## src/rtl/tile_cursor.sv

```systemverilog
// Tile cursor: tracks the tile column/row and the offset inside the tile for each pixel on de_i.
// Optional geometry measurement (act_w_o/act_h_o/geom_err_o) is enabled by TILE_CURSOR_MEASURE_EN.
module tile_cursor #(
    parameter int unsigned HP    = 1920,
    parameter int unsigned VP    = 1080,
    parameter int unsigned KH    = 30,
    parameter int unsigned KV    = 30,
    parameter int unsigned HBLKS = (HP + KH - 1) / KH,
    parameter int unsigned VBLKS = (VP + KV - 1) / KV
) (
    input  logic                                 clk_i,
    input  logic                                 rst_i,
    input  logic                                 hs_i,
    input  logic                                 vs_i,
    input  logic                                 de_i,
    output logic                                 de_fall_o,
    output logic                                 h_save_o,
    output logic                                 v_save_o,
    output logic [$clog2(HBLKS+1)-1:0]           ht_cur_o,
    output logic [$clog2(VBLKS+1)-1:0]           vt_cur_o,
    output logic [$clog2(KH+1)-1:0]              hp_cur_o,
    output logic [$clog2(KV+1)-1:0]              vp_cur_o,
    output logic [$clog2(HBLKS*VBLKS+1)-1:0]     tile_idx_o,
    output logic                                 frame_done_o,
    output logic [$clog2(HP+2):0]                act_w_o,
    output logic [$clog2(VP+2):0]                act_h_o,
    output logic                                 geom_err_o
);

    localparam int unsigned HXW = $clog2(HP+1);
    localparam int unsigned VXW = $clog2(VP+1);
    localparam int unsigned HTW = $clog2(HBLKS+1);
    localparam int unsigned VTW = $clog2(VBLKS+1);
    localparam int unsigned HPW = $clog2(KH+1);
    localparam int unsigned VPW = $clog2(KV+1);
    localparam int unsigned TIW = $clog2(HBLKS*VBLKS+1);
    localparam int unsigned AWW = $clog2(HP+2) + 1;
    localparam int unsigned AHW = $clog2(VP+2) + 1;

    localparam logic [HXW-1:0] HX_END  = HXW'(HP);
    localparam logic [HXW-1:0] HX_LAST = HXW'(HP-1);
    localparam logic [VXW-1:0] VX_END  = VXW'(VP);
    localparam logic [VXW-1:0] VX_LAST = VXW'(VP-1);
    localparam logic [HPW-1:0] HP_LAST = HPW'(KH-1);
    localparam logic [VPW-1:0] VP_LAST = VPW'(KV-1);
    localparam logic [HTW-1:0] HT_LAST = HTW'(HBLKS-1);
    localparam logic [VTW-1:0] VT_LAST = VTW'(VBLKS-1);

    logic           de_r;
    logic [HXW-1:0] hx;
    logic [VXW-1:0] vx;
    logic           done_seen;
    logic           pix_vld;
    logic           line_vld;

    assign de_fall_o    = de_r & ~de_i;
    assign pix_vld      = de_i & (hx < HX_END);
    assign line_vld     = de_fall_o & (vx < VX_END);
    assign h_save_o     = pix_vld & ((hp_cur_o == HP_LAST) | (hx == HX_LAST));
    assign v_save_o     = line_vld & ((vp_cur_o == VP_LAST) | (vx == VX_LAST));
    assign frame_done_o = v_save_o & (vt_cur_o == VT_LAST) & ~done_seen;
    assign tile_idx_o   = TIW'(vt_cur_o) * TIW'(HBLKS) + TIW'(ht_cur_o);

    always_ff @(posedge clk_i) begin
        if (rst_i) begin
            de_r      <= 1'b0;
            hx        <= '0;
            vx        <= '0;
            hp_cur_o  <= '0;
            ht_cur_o  <= '0;
            vp_cur_o  <= '0;
            vt_cur_o  <= '0;
            done_seen <= 1'b0;
        end else begin
            de_r <= de_i;

            if (hs_i)
                hx <= '0;
            else if (de_i && hx != HX_END)
                hx <= hx + 1'b1;

            if (!de_i) begin
                hp_cur_o <= '0;
                ht_cur_o <= '0;
            end else if (pix_vld) begin
                hp_cur_o <= h_save_o ? '0 : hp_cur_o + 1'b1;
                if (h_save_o && ht_cur_o != HT_LAST)
                    ht_cur_o <= ht_cur_o + 1'b1;
            end

            // vs_i wins over a coincident line end
            if (vs_i) begin
                vx        <= '0;
                vp_cur_o  <= '0;
                vt_cur_o  <= '0;
                done_seen <= 1'b0;
            end else if (de_fall_o) begin
                if (vx != VX_END)
                    vx <= vx + 1'b1;
                if (line_vld) begin
                    vp_cur_o <= v_save_o ? '0 : vp_cur_o + 1'b1;
                    if (v_save_o && vt_cur_o != VT_LAST)
                        vt_cur_o <= vt_cur_o + 1'b1;
                end
                if (frame_done_o)
                    done_seen <= 1'b1;
            end
        end
    end

`ifdef TILE_CURSOR_MEASURE_EN
    localparam logic [AWW-1:0] AW_SAT = AWW'(HP+1);
    localparam logic [AWW-1:0] AW_NOM = AWW'(HP);
    localparam logic [AHW-1:0] AH_SAT = AHW'(VP+1);
    localparam logic [AHW-1:0] AH_NOM = AHW'(VP);

    logic           vs_r;
    logic [AWW-1:0] wcnt;
    logic [AWW-1:0] first_w;
    logic [AHW-1:0] hcnt;
    logic           have_first;
    logic           err_acc;

    always_ff @(posedge clk_i) begin
        if (rst_i) begin
            vs_r       <= 1'b0;
            wcnt       <= '0;
            first_w    <= '0;
            hcnt       <= '0;
            have_first <= 1'b0;
            err_acc    <= 1'b0;
            act_w_o    <= '0;
            act_h_o    <= '0;
            geom_err_o <= 1'b0;
        end else begin
            vs_r <= vs_i;
            if (vs_i && !vs_r) begin
                act_w_o    <= first_w;
                act_h_o    <= hcnt;
                geom_err_o <= err_acc | (hcnt != AH_NOM);
            end
            if (vs_i) begin
                wcnt       <= '0;
                first_w    <= '0;
                hcnt       <= '0;
                have_first <= 1'b0;
                err_acc    <= 1'b0;
            end else if (de_fall_o) begin
                wcnt <= '0;
                if (hcnt != AH_SAT)
                    hcnt <= hcnt + 1'b1;
                if (!have_first) begin
                    first_w    <= wcnt;
                    have_first <= 1'b1;
                end
                if (wcnt != AW_NOM)
                    err_acc <= 1'b1;
            end else if (de_i && wcnt != AW_SAT) begin
                wcnt <= wcnt + 1'b1;
            end
        end
    end
`else
    assign act_w_o    = AWW'(HP);
    assign act_h_o    = AHW'(VP);
    assign geom_err_o = 1'b0;
`endif

endmodule

```

## config.mk

```make
export PLATFORM = sky130hd
export DESIGN_NAME = tile_cursor
export DESIGN_NICKNAME = d
export VERILOG_FILES = /design/src/rtl/tile_cursor.sv
export SDC_FILE = /design/constraint.sdc
export NUM_CORES = 1
export LEC_CHECK = 0
export ABC_AREA = 1
export CAP_MARGIN = 25
export CORE_MARGIN = 1.5
export CORE_UTILIZATION = 46
export DETAILED_ROUTE_END_ITERATION = 10
export HOLD_SLACK_MARGIN = 0.1
export PLACE_DENSITY = 0.77
export REMOVE_ABC_BUFFERS = 1
export SYNTH_ARGS = -nofsm -noshare
export SYNTH_HDL_FRONTEND = slang
export SYNTH_SLANG_ARGS = --single-unit
```

## constraint.sdc

```tcl
create_clock -name clk_i -period 1.5 [get_ports clk_i]
set_input_delay 0.3 -clock clk_i [delete_from_list [all_inputs] [get_ports clk_i]]
set_output_delay 0.3 -clock clk_i [all_outputs]
set_load 0.01 [all_outputs]
```

==> summary.txt <==
Status
  • Status: finished with violations
  • Failing checks: negative setup slack

STA
  • Final setup TNS: -3300 ps
  • Fmax achieved: 568 MHz
  • Tmin final: 1760 ps
  • Endpoints failing setup: 28
  • RSZ-0062 raised after global routing: yes
  • Crit share post-route: 117%
  • Final WS setup: -259 ps
  • Hold Fails Final Rpt: 0
  • Slew Limit Fails: 0
  • Clk_skew: 4.77 ps

Detailed routing
  • Vias per cell: 5.16
  • Starting DRT DRC Count: 161
  • Post-route DRC: 0
  • Antenna Nets Post-Route: 0
  • Via count: 3,318
  • Total wire length: 9.27 mm
  • WL/cell: 14.4 um
  • DR pass1 iterations: 4

Yosys
  • Post-Syn Instances: 425
  • Most instantiated cells after synthesis: 100 x nand2_1, 47 x dfxtp_1, 46 x inv_1
  • Sequential fraction of the synthesis area: 31.5%
  • Post-synthesis cell area: 2980 um2
  • Top-count cell post-synth: nand2_1
  • Ys flop type: dfxtp_1
  • Unique cell type count in the Yosys netlist: 34
  • Yosys top cell area share: 31.5%
  • Area contributors post-synth: dfxtp_1 32%, nand2_1 13%, buf_4 8.1%
  • Yosys warnings: 0
  • Synth async-reset ratio: 0%
  • Yosys top cell by area: dfxtp_1
  • Syn avg cell area: 7.02 um2
  • Post-synth EDFFs: 0
  • #FFs+latches synth: 47

Placement
  • Placed Instance Area: 3980 um2
  • PortBufs: 43
  • GPL Wtd Cong: 0.877
  • DPL Wire Length: 5.55 mm

Clocking
  • H-tree depth: 2
  • Clock transition at path regs: 90 ps
  • CTS tree: done
  • Clock latency on the worst-skew pair: 320 ps
  • Root buf cell: clkbuf_8
  • Clock buffer count from CTS: 5
  • Longest Clk Path Bufs: 2
  • CTS sink cnt: 47
  • Hold-fix buffers at CTS: 0

Worst setup path
  • Critical-path cell list: ha_4 -> nand3_2 -> nor2_2 -> nand2_2 -> nand2_4 -> nand2_4 -> nor3_4 -> buf_2
  • Critical path class: register to output port
  • Buf/Inv on CP: 1
  • Critical path arrival: 1460 ps
  • Largest delay contributor family on the critical path: simple AND/OR/NAND/NOR gates
  • CP required: 1200 ps
  • CP max FO: 2
  • Crit. End Element: output port
  • Top cell by count, worst path: nand2_4
  • CP Launch Type: register
  • Worst path slowest cell: dfxtp_2
  • Crit path largest cell delay: 370 ps

Floorplan
  • Die width: 83.5 um
  • Die area: 6980 um2
  • Core box area: 6310 um2
  • Ports: 69
  • Std cell rows: 29
  • Die Ht: 83.5 um
  • Starting Density: 47.3%

Finish
  • Finished Cell Area: 4660 um2
  • Multi-input gate area: 2030 um2
  • ANT cells: 0
  • Final net count: 582
  • Fraction of layout cells with a size suffix above 1: 42.9%
  • Synth-to-layout area growth: 56.3%
  • FF/Latch Area: 975 um2
  • Final-layout fill cell count: 443

GRT
  • Initial antenna violation count: 0
  • Largest net degree at the start of global routing: 16
  • Vias in the first global route: 3,162
  • First-pass GRT wire length: 13.8 mm
  • Gr usage total: 24.3%
  • Gr ovfl total: 0

Worst hold path
  • Worst Hold Class: register to register

Power
  • LEAKAGE: 0.00216 uW
  • Worst vdd ir: 0.569 mV
  • Overall power: 2650 uW
  • PwrDens: 569 nW/um2

Run
  • Max cap viols: 0
==> power breakdown <==
part,internal [uW],switching (uW)
clock,665,479
combinational,100,154
sequential,1250,6.83
total,2010,639
==> worst paths after layout <==
| kind | from | to | slack [ps] | depth (start not counted) |
|---|---|---|---|---|
| worst min register to register | ht_cur_o[3] | ht_cur_o[3] | 510 | 2 |
| worst min-delay path | ht_cur_o[3] | ht_cur_o[3] | 510 | 2 |
| worst max register to register | hx[1] | hx[2] | -220 | 12 |
| worst max-delay path | vx[0] | frame_done_o | -260 | 8 |
==> area by class of cell <==
class | count | share of cell area (%)
clock inverter | 3 | 1.45
tap | 77 | 2.07
timing repair buffer | 147 | 26.3
multi-input combinational | 316 | 43.5
inverter | 48 | 4.37
clock buffer | 5 | 1.48
sequential | 47 | 20.9
==> sequential cells by signal (all words and copies together) (netlist names) <==
name,flops
vp_cur_o,5
hx,11
vt_cur_o,6
done_seen,1
ht_cur_o,7
de_r,1
hp_cur_o,5
vx,11
==> through the flow <==
step                hold WS (ps)  setup slack, ps  cells  utilization (%)
detailed placement           477             -769    615             63.0
floorplan                    395             -153    411                -
finish                       505             -259    643             73.9
global placement             467             -677    615             63.0
global route                 526             -323    643             73.9
CTS                          503             -312    639             69.6
==> worst reg2reg max path: stages, from the launching register on <==
cell and delay [ps]:
dfxtp_2 350, buf_6 110, buf_6 110, inv_4 60
ha_4 120, nand2_2 50, nor3_2 150, nand2_1 90
nand2_2 120, buf_6 150, nor2_2 40, o21ai_1 170
nor2_1 90
==> kinds of logic after synthesis <==
kind of cell | count (synthesis) | synth area share (%)
buffers and inverters | 85 | 15.3
AND/OR/NAND/NOR | 206 | 31.3
XOR/XNOR | 23 | 6.75
flip-flops | 47 | 31.5
AO/OA/AOI/OAI | 50 | 9.81
adder cells (fa/ha/maj) | 12 | 5.03
other | 2 | 0.252
==> cells in the final DEF, fill, tap and decap left out, types with 4 or more instances in the layout <==
cell type,instances
a21oi_1,17
a21oi_2,16
buf_2,5
buf_4,88
buf_6,16
clkbuf_8,5
conb_1,25
dfxtp_1,28
dfxtp_2,15
dfxtp_4,4
dlygate4sd2_1,29
ha_1,4
ha_4,6
inv_1,35
inv_2,7
nand2_1,74
nand2_2,20
nand2_4,13
nand3_1,21
nand3_2,5
nand4_1,9
nor2_1,33
nor2_2,6
nor3_1,10
o21ai_1,4
o21ai_2,8
xnor2_1,5
xor2_1,18
==> layer usage <==
metal / vias up / part of all wire [%] / GRT usage, %
met5: - / 0 / 0
met4: 0 / 3.2 / 11.8
met3: 30 / 4.9 / 4.15
met2: 118 / 55 / 46.1
met1: 1586 / 37 / 25.8
li1: 1584 / - / -
==> what timing repair did <==
item,CTS,global route
setup endpoints to repair,63,55
setup buffers,18,14
pin swaps,28,29
gates resized for setup,146,86
(Power assumes the default switching activity.)
